File: src/rtl/uart_pkg.sv
// Shared types and constants for the framed UART receiver.
package uart_pkg;

    typedef enum logic [2:0] {IDLE, START, DATA, PARITY, STOP} uart_rx_state_e;

    localparam int PARITY_NONE = 0;
    localparam int PARITY_EVEN = 1;
    localparam int PARITY_ODD  = 2;

endpackage

File: src/rtl/uart_rx_sync.sv
// Two-flop synchronizer for the asynchronous Rx line plus falling-edge detect.
module uart_rx_sync (
    input  logic baud_clock,
    input  logic reset,
    input  logic Rx,
    output logic rx_s,
    output logic rx_fall
);

    logic rx_meta;
    logic rx_prev;

    // Flops reset to the idle (high) line level so reset never fakes a start.
    always_ff @(posedge baud_clock) begin
        if (reset) begin
            rx_meta <= 1'b1;
            rx_s    <= 1'b1;
            rx_prev <= 1'b1;
        end else begin
            rx_meta <= Rx;
            rx_s    <= rx_meta;
            rx_prev <= rx_s;
        end
    end

    assign rx_fall = rx_prev & ~rx_s;

endmodule

File: src/rtl/uart_rx_framed.sv
// Oversampling UART receiver with parity/framing/overrun flags and a valid/ready holding register.
// Optional macro UART_RX_MAJORITY_EN: 2-of-3 vote around mid-bit instead of a single sample.
module uart_rx_framed
    import uart_pkg::*;
#(
    parameter int DATA_BITS  = 8,
    parameter int OVERSAMPLE = 16,
    parameter int PARITY     = 0,
    parameter int STOP_BITS  = 1
) (
    input  logic                 baud_clock,
    input  logic                 reset,
    input  logic                 Rx,
    output logic [DATA_BITS-1:0] data_received,
    output logic                 data_rdy,
    input  logic                 data_ack,
    output logic                 parity_err,
    output logic                 framing_err,
    output logic                 overrun_err
);

    localparam int CW = $clog2(OVERSAMPLE);
    localparam int BW = $clog2(DATA_BITS + 1);
`ifdef UART_RX_MAJORITY_EN
    localparam int START_DEC = OVERSAMPLE / 2;
`else
    localparam int START_DEC = OVERSAMPLE / 2 - 1;
`endif
    localparam logic [CW-1:0] START_LAST = CW'(START_DEC);
    localparam logic [CW-1:0] BIT_LAST   = CW'(OVERSAMPLE - 1);
    localparam logic [BW-1:0] DATA_LAST  = BW'(DATA_BITS - 1);
    localparam logic [BW-1:0] STOP_LAST  = BW'(STOP_BITS - 1);

    uart_rx_state_e         state, state_nxt;
    logic [CW-1:0]          cnt;
    logic [BW-1:0]          bit_cnt;
    logic [DATA_BITS-1:0]   shift_reg;
    logic                   par_err_f, frame_err_f, done_q;
    logic                   cnt_clr, shift_en, par_en, stop_en, frame_done;
    logic                   rx_s, rx_fall, bit_val;

    uart_rx_sync u_sync (
        .baud_clock (baud_clock),
        .reset      (reset),
        .Rx         (Rx),
        .rx_s       (rx_s),
        .rx_fall    (rx_fall)
    );

`ifdef UART_RX_MAJORITY_EN
    // Two previous samples; with the current one they form the mid-1/mid/mid+1 vote.
    logic [1:0] hist;
    always_ff @(posedge baud_clock) begin
        if (reset) hist <= 2'b11;
        else       hist <= {hist[0], rx_s};
    end
    assign bit_val = (hist[1] & hist[0]) | (hist[1] & rx_s) | (hist[0] & rx_s);
`else
    assign bit_val = rx_s;
`endif

    always_ff @(posedge baud_clock) begin
        if (reset) state <= IDLE;
        else       state <= state_nxt;
    end

    always_comb begin
        state_nxt  = state;
        cnt_clr    = 1'b0;
        shift_en   = 1'b0;
        par_en     = 1'b0;
        stop_en    = 1'b0;
        frame_done = 1'b0;
        case (state)
            IDLE: if (rx_fall) begin
                state_nxt = START;
                cnt_clr   = 1'b1;
            end
            // A high mid-bit sample means a glitch, not a start bit.
            START: if (cnt == START_LAST) begin
                cnt_clr   = 1'b1;
                state_nxt = bit_val ? IDLE : DATA;
            end
            DATA: if (cnt == BIT_LAST) begin
                shift_en = 1'b1;
                if (bit_cnt == DATA_LAST)
                    state_nxt = (PARITY == PARITY_NONE) ? STOP : uart_pkg::PARITY;
            end
            uart_pkg::PARITY: if (cnt == BIT_LAST) begin
                par_en    = 1'b1;
                state_nxt = STOP;
            end
            STOP: if (cnt == BIT_LAST) begin
                stop_en = 1'b1;
                if (bit_cnt == STOP_LAST) begin
                    frame_done = 1'b1;
                    state_nxt  = IDLE;
                end
            end
            default: state_nxt = IDLE;
        endcase
    end

    // Sample counter free-runs modulo OVERSAMPLE outside IDLE; bit counter serves data and stop bits.
    always_ff @(posedge baud_clock) begin
        if (reset) begin
            cnt         <= '0;
            bit_cnt     <= '0;
            shift_reg   <= '0;
            par_err_f   <= 1'b0;
            frame_err_f <= 1'b0;
            done_q      <= 1'b0;
        end else begin
            done_q <= frame_done;
            if (cnt_clr || state == IDLE) cnt <= '0;
            else if (cnt == BIT_LAST)     cnt <= '0;
            else                          cnt <= cnt + 1'b1;

            if (state == IDLE)
                bit_cnt <= '0;
            else if (shift_en)
                bit_cnt <= (bit_cnt == DATA_LAST) ? '0 : bit_cnt + 1'b1;
            else if (stop_en)
                bit_cnt <= bit_cnt + 1'b1;

            if (state == IDLE && rx_fall) begin
                par_err_f   <= 1'b0;
                frame_err_f <= 1'b0;
            end
            if (shift_en) shift_reg <= {bit_val, shift_reg[DATA_BITS-1:1]};
            if (par_en)   par_err_f <= ((^shift_reg) ^ bit_val) != (PARITY == PARITY_ODD);
            if (stop_en && !bit_val) frame_err_f <= 1'b1;
        end
    end

    // Holding register: accept a finished frame if empty or being drained this cycle, else flag overrun.
    always_ff @(posedge baud_clock) begin
        if (reset) begin
            data_received <= '0;
            data_rdy      <= 1'b0;
            parity_err    <= 1'b0;
            framing_err   <= 1'b0;
            overrun_err   <= 1'b0;
        end else if (done_q) begin
            if (!data_rdy || data_ack) begin
                data_received <= shift_reg;
                data_rdy      <= 1'b1;
                parity_err    <= (PARITY != PARITY_NONE) && par_err_f;
                framing_err   <= frame_err_f;
            end else begin
                overrun_err   <= 1'b1;
            end
        end else if (data_rdy && data_ack) begin
            data_received <= '0;
            data_rdy      <= 1'b0;
            parity_err    <= 1'b0;
            framing_err   <= 1'b0;
        end
    end

endmodule

File: config.mk
export PLATFORM = sky130hd
export DESIGN_NAME = uart_rx_framed
export DESIGN_NICKNAME = d
export VERILOG_FILES = /design/src/rtl/uart_pkg.sv /design/src/rtl/uart_rx_sync.sv /design/src/rtl/uart_rx_framed.sv
export SDC_FILE = /design/constraint.sdc
export NUM_CORES = 1
export LEC_CHECK = 0
export ABC_AREA = 0
export CORE_MARGIN = 2
export CORE_UTILIZATION = 60
export CTS_CLUSTER_DIAMETER = 80
export CTS_CLUSTER_SIZE = 30
export DETAILED_ROUTE_END_ITERATION = 12
export DONT_BUFFER_PORTS = 1
export PLACE_DENSITY = 0.76
export SYNTH_ARGS = -nofsm -noshare
export SYNTH_HDL_FRONTEND = slang
export SYNTH_SLANG_ARGS = --single-unit
export TNS_END_PERCENT = 30
File: constraint.sdc
create_clock -name baud_clock -period 2.5 [get_ports baud_clock]
set_clock_uncertainty 0.2 [all_clocks]
set_input_delay 0.75 -clock baud_clock [delete_from_list [all_inputs] [get_ports baud_clock]]
set_output_delay 0.75 -clock baud_clock [all_outputs]
set_load 0.02 [all_outputs]
==> impl_metrics.yaml, run 1 <==
clock_network:
  path_clk_slew_ps: 110
  cts_buffers: 5
  h-tree-depth: 2
  post-cts-setup-buffers: 0
  cts_max_path_buffers: 2
  hold_buffers: 0
  clk_latency_ps: 340
  cts_resized: 0
  cts_tree: "built"
  clock_sinks: 35
  clockRootBuffer: "clkbuf_4"
global_route:
  track_usage_pct: 19.0
  grt_overflow_total: 0
  antenna_found_initial: 0
  grt_max_degree: 28
  grt_pass1_vias: 904
  grt_pass1_wl_um: 3730
sta:
  max_freq_ghz: 0.509
  tightest_slew_ps: 671
  setup_viol: 0
  final_max_slew_viol_count: 0
  max-slew-margin-rel_pct: 54.9
  min_period_ps: 1960
  rsz0062_at_grt: "false"
  fin_tns_setup_ps: 0
  hold_violations: 0
  worst_slack_ps: 537
  finalCritPeriodShare_pct: 78.5
finish:
  final_cells: 179
  syn2layout_area_growth_pct: 6.24
  nNetsFinal: 157
  fillers: 182
  drive_gt1_share_pct: 11.3
  multiInputGateArea_um2: 678
  utilization_pct: 68.7
  antennaDiodeCount: 0
  seqCellArea_um2: 701
power:
  peakVddDrop_mv: 0.501
  p_total_w: 0.00107
  p_leak_nw: 0.616
  pwr_density_cell_nw_per_um2: 701
floorplanning:
  initial_utilization_pct: 64.6
  num_rows: 17
  ios: 16
  dieWidth_um: 53.1
  die_area_um2: 2810
  die_h_um: 53.1
  coreArea_um2: 2230
critical_path:
  required_ps: 2580
  r2r_slack_ps: 540
  crit_path_start_kind: "flop"
  startpoint: "cnt[0]"
  path_max_fanout: 5
  crit_type: "flop to flop"
  endpoint_kind: "flop"
  crit_arrival_ps: 2040
  r2r-start: "cnt[0]"
synth:
  dominantRegCellSynth: "dfxtp_1"
  synth.avg_cell_area_um2: 9.56
  ys_top_cells_by_count: "dfxtp_1, nor2_1, mux2i_1"
  synth.top_cell.area_share_pct: 48.5
  synth_seq_area_share_pct: 48.5
  synth_area_um2: 1440
  yosysMostFrequentCell: "dfxtp_1"
  synth_edf_count: 0
  synthDistinctLibCells: 43
  async_reset_ff_share_pct: 0
  syn_nets: 158
  synth_top_area_cell: "dfxtp_1"
  syn_inst: 151
  ys_ff_latch: 35
  synth.area.top_cells: "dfxtp_1, nor2_1, mux2i_1, a22oi_1, ha_1"
  synth_warnings: 0
drt:
  drt-total-wl_um: 2380
  drcViolationCount: 0
  via_count: 1027
  drtIter0Drc: 31
  drtAntennaViolNets: 0
  wl_per_cell_um: 13.3
  first_pass_iters: 6
  via_per_inst: 5.74
placement:
  dpl.cell_count: 171
  gp_congestion: 0.811
  pre_cts_ws_ps: 577
  port_buffers: 0
  hpwl_um: 1610
hold_path:
  hold_path_class: "flop to flop"
  hp-start: "u_sync.rx_meta"
run:
  cap_violations: 0
outcome:
  outcome: "complete, no violations"
per-stage QoR:
stage | hold slack, ps | instance area [um^2]
after floorplan | 189 | 1440
after global placement | 195 | 1430
after detailed placement | 194 | 1430
after CTS | 211 | 1530
after global routing | 224 | 1530
final | 209 | 1530
worst max-delay path, cell delays in order, from the launching register on:
cell	delay [ps]
dfxtp_1	370
ha_1	270
nand3_2	150
or3_4	410
or3_1	370
a21oi_2	140
cell usage in the layout (no fill, tap or decap), types with 2 or more instances in the layout:
cell / count
dfxtp_1: 35
nor2_1: 31
mux2i_1: 10
a22oi_1: 9
inv_1: 5
clkbuf_4: 5
nor3_1: 4
nand2_1: 3
nand3_1: 3
xnor2_1: 3
or2_2: 3
ha_1: 3
nand3_2: 2
nor3b_1: 2
nor2b_1: 2
nand3b_1: 2
a21oi_1: 2
o21ai_0: 2
bufinv_16: 2
final cells by class:
cell class                 instances  share of cell area, %
sequential                        35                   45.7
multi-input combinational        103                   44.2
clock inverter                     2                   3.92
clock buffer                       6                   2.69
tap                               28                   2.28
inverter                           5                   1.22
cells by family (layout without fill, tap and decap cells):
logic type / count (synthesis) / after routing / synth area share [%]
mux: 10 / 10 / 6.93
flops: 35 / 35 / 48.5
buf+inv: 13 / 13 / 4.51
other cells: 1 / 1 / 0.260
xor+xnor: 5 / 5 / 3.55
compound gates: 22 / 22 / 11.3
simple gates: 62 / 62 / 22.4
fa+ha+maj: 3 / 3 / 2.60
report_power, final:
| part | internal [W] | switching, W |
|---|---|---|
| registers | 0.000560 | 0.00000274 |
| logic | 0.00000529 | 0.00000613 |
| clock network | 0.000312 | 0.000188 |
metal layers:
layer	up-vias	part of all wire (%)	routed length (um)	GRT usage (%)
li1	519	-	-	-
met1	478	48	1140	22.7
met2	24	45	1070	29.0
met3	6	5.5	130	8.19
met4	0	1.6	39	9.40
met5	-	0	0	0
final timing paths:
| path | to | cells after the start |
|---|---|---|
| max | bit_cnt[0] | 5 |
| min | u_sync.rx_s | 1 |
| max reg2reg | bit_cnt[0] | 5 |
| min reg2reg | u_sync.rx_s | 1 |
Power figures use the tool's default switching activity.
==> inputs of run 2 (changes only) <==
--- a/config.mk
+++ b/config.mk
@@ -6,13 +6,14 @@
 export NUM_CORES = 1
 export LEC_CHECK = 0
 export ABC_AREA = 0
+export CORE_ASPECT_RATIO = 2
 export CORE_MARGIN = 2
-export CORE_UTILIZATION = 60
+export CORE_UTILIZATION = 54
 export CTS_CLUSTER_DIAMETER = 80
 export CTS_CLUSTER_SIZE = 30
 export DETAILED_ROUTE_END_ITERATION = 12
 export DONT_BUFFER_PORTS = 1
-export PLACE_DENSITY = 0.76
+export PLACE_DENSITY = 0.72
 export SYNTH_ARGS = -nofsm -noshare
 export SYNTH_HDL_FRONTEND = slang
 export SYNTH_SLANG_ARGS = --single-unit
==> constraint.sdc (replaced) <==
create_clock -name baud_clock -period 1.6 [get_ports baud_clock]
set_clock_uncertainty 0.2 [all_clocks]
set_input_delay 0.48 -clock baud_clock [delete_from_list [all_inputs] [get_ports baud_clock]]
set_output_delay 0.48 -clock baud_clock [all_outputs]
set_load 0.02 [all_outputs]
==> impl_metrics.yaml, run 2 (same netlist as run 1, synthesis figures left out) <==
sta:
  setup_viol: 5
  hold_violations: 0
  tightest_slew_ps: 678
  worst_slack_ps: -223
  max_freq_ghz: 0.549
  finalCritPeriodShare_pct: 114
  fin_tns_setup_ps: -601
  final_max_slew_viol_count: 0
  rsz0062_at_grt: "true"
  max-slew-margin-rel_pct: 54.5
  min_period_ps: 1820
global_route:
  grt_overflow_total: 0
  grt_pass1_wl_um: 4850
  track_usage_pct: 22.7
  grt_pass1_vias: 1166
  grt_max_degree: 28
  antenna_found_initial: 0
clock_network:
  cts_buffers: 5
  clock_sinks: 35
  hold_buffers: 0
  clockRootBuffer: "clkbuf_8"
  path_clk_slew_ps: 70
  h-tree-depth: 2
  cts_tree: "built"
  clk_latency_ps: 280
  cts_max_path_buffers: 2
critical_path:
  crit_path_start_kind: "flop"
  endpoint_kind: "flop"
  crit_chain: "inv_2 > ha_1 > or3b_4 > a32o_2 > o211a_1 > a31o_2"
  crit_path_top_delay_cell: "or3b_4"
  required_ps: 1580
  r2r-start: "bit_cnt[0]"
  reg2reg_depth: 6
  path_delay_family: "compound AO/OA/AOI/OAI gates"
  path_buf_inv: 1
  path_max_fanout: 3
  crit_type: "flop to flop"
  crit_arrival_ps: 1800
  r2r-end: "state[2]"
  r2r_slack_ps: -220
  startpoint: "bit_cnt[0]"
  critical-path-max-stage-delay_ps: 370
drt:
  drcViolationCount: 0
  wl_per_cell_um: 14.8
  via_per_inst: 5.61
  drtAntennaViolNets: 0
  drt-total-wl_um: 2980
  first_pass_iters: 4
  via_count: 1134
  drtIter0Drc: 40
outcome:
  violations: "setup timing"
  outcome: "complete, but fails checks"
floorplanning:
  ios: 16
  num_rows: 26
  die_area_um2: 3130
  initial_utilization_pct: 56.9
  dieWidth_um: 40.6
  coreArea_um2: 2540
  die_h_um: 77.1
finish:
  seqCellArea_um2: 708
  final_common_cell: "nor2_1"
  syn2layout_area_growth_pct: 25.1
  multiInputGateArea_um2: 742
  drive_gt1_share_pct: 33.9
  utilization_pct: 71.2
  antennaDiodeCount: 0
  fillers: 200
  mostFrequentLayoutCells: "nor2_1, dfxtp_1, buf_4"
  nNetsFinal: 180
hold_path:
  hold_path_class: "primary input to flop"
  hold_end: "data_received[7]"
  hp-start: "reset"
  hold_depth: 1
placement:
  port_buffers: 0
  pre_cts_ws_ps: -261
  gp_congestion: 0.897
  hpwl_um: 2040
power:
  pwr_density_cell_nw_per_um2: 945
  peakVddDrop_mv: 1.29
  p_leak_nw: 0.762
run:
  cap_violations: 0
## run 2: cell types whose count changed in the layout (fill, tap and decap cells not counted), moves of 2 or more
cell and delta:
buf_4 +22, clkbuf_8 +6, nor3_1 -2, inv_2 +2
clkbuf_4 -5, dfxtp_1 -6, dfxtp_2 +6, nor3_2 +2
inv_1 -2
## run 2: repair_timing
item                       CTS  global route
pin swaps                    2             2
setup endpoints to repair    7             9
setup buffers                2             1
gates resized for setup     14             4
## run 2: final cells by class
| class | count | area share [%] |
|---|---|---|
| flip-flops and latches | 35 | 39.2 |
| clock buffers | 6 | 4.57 |
| clock inverters | 2 | 1.94 |
| well taps | 28 | 1.94 |
| multi-input cells | 103 | 41.1 |
| inverters | 5 | 1.04 |
| repair buffers | 23 | 10.2 |
## run 2: how the worst max path moves through the flow
stage	endpoint	slack [ps]	cells after the start
3_5_place_dp	state[2]	-260	5
6_report	state[2]	-220	6
4_1_cts	state[2]	-220	6
3_3_place_gp	state[2]	-220	5
2_1_floorplan	state[2]	-170	6
5_1_grt	state[2]	-290	6
## run 2: where the power goes
group | switching, W | leakage [nW] | internal, W | total, W
Combinational | 0.0000140 | 0.415 | 0.0000128 | 0.0000269
Clock | 0.000299 | 0.0612 | 0.000503 | 0.000803
Sequential | 0.00000289 | 0.286 | 0.000875 | 0.000878
## run 2: layer usage
layer  up-vias  track usage, %  wire length, um
met5         -               0                0
met4         0            15.3              129
met3        13            7.23               99
met2        31            39.0             1770
met1       529            19.3              984
li1        561               -                -
## run 2: through the flow
| stage | instances | power (W) | hold WS [ps] | instance area [um^2] |
|---|---|---|---|---|
| after floorplan | 151 | 0.000925 | 189 | 1450 |
| after global placement | 191 | 0.000921 | 195 | 1600 |
| after detailed placement | 191 | 0.000921 | 200 | 1600 |
| after CTS | 201 | 0.00173 | 53.2 | 1780 |
| after global routing | 202 | 0.00177 | 41.1 | 1810 |
| final | 202 | 0.00171 | 56.1 | 1810 |
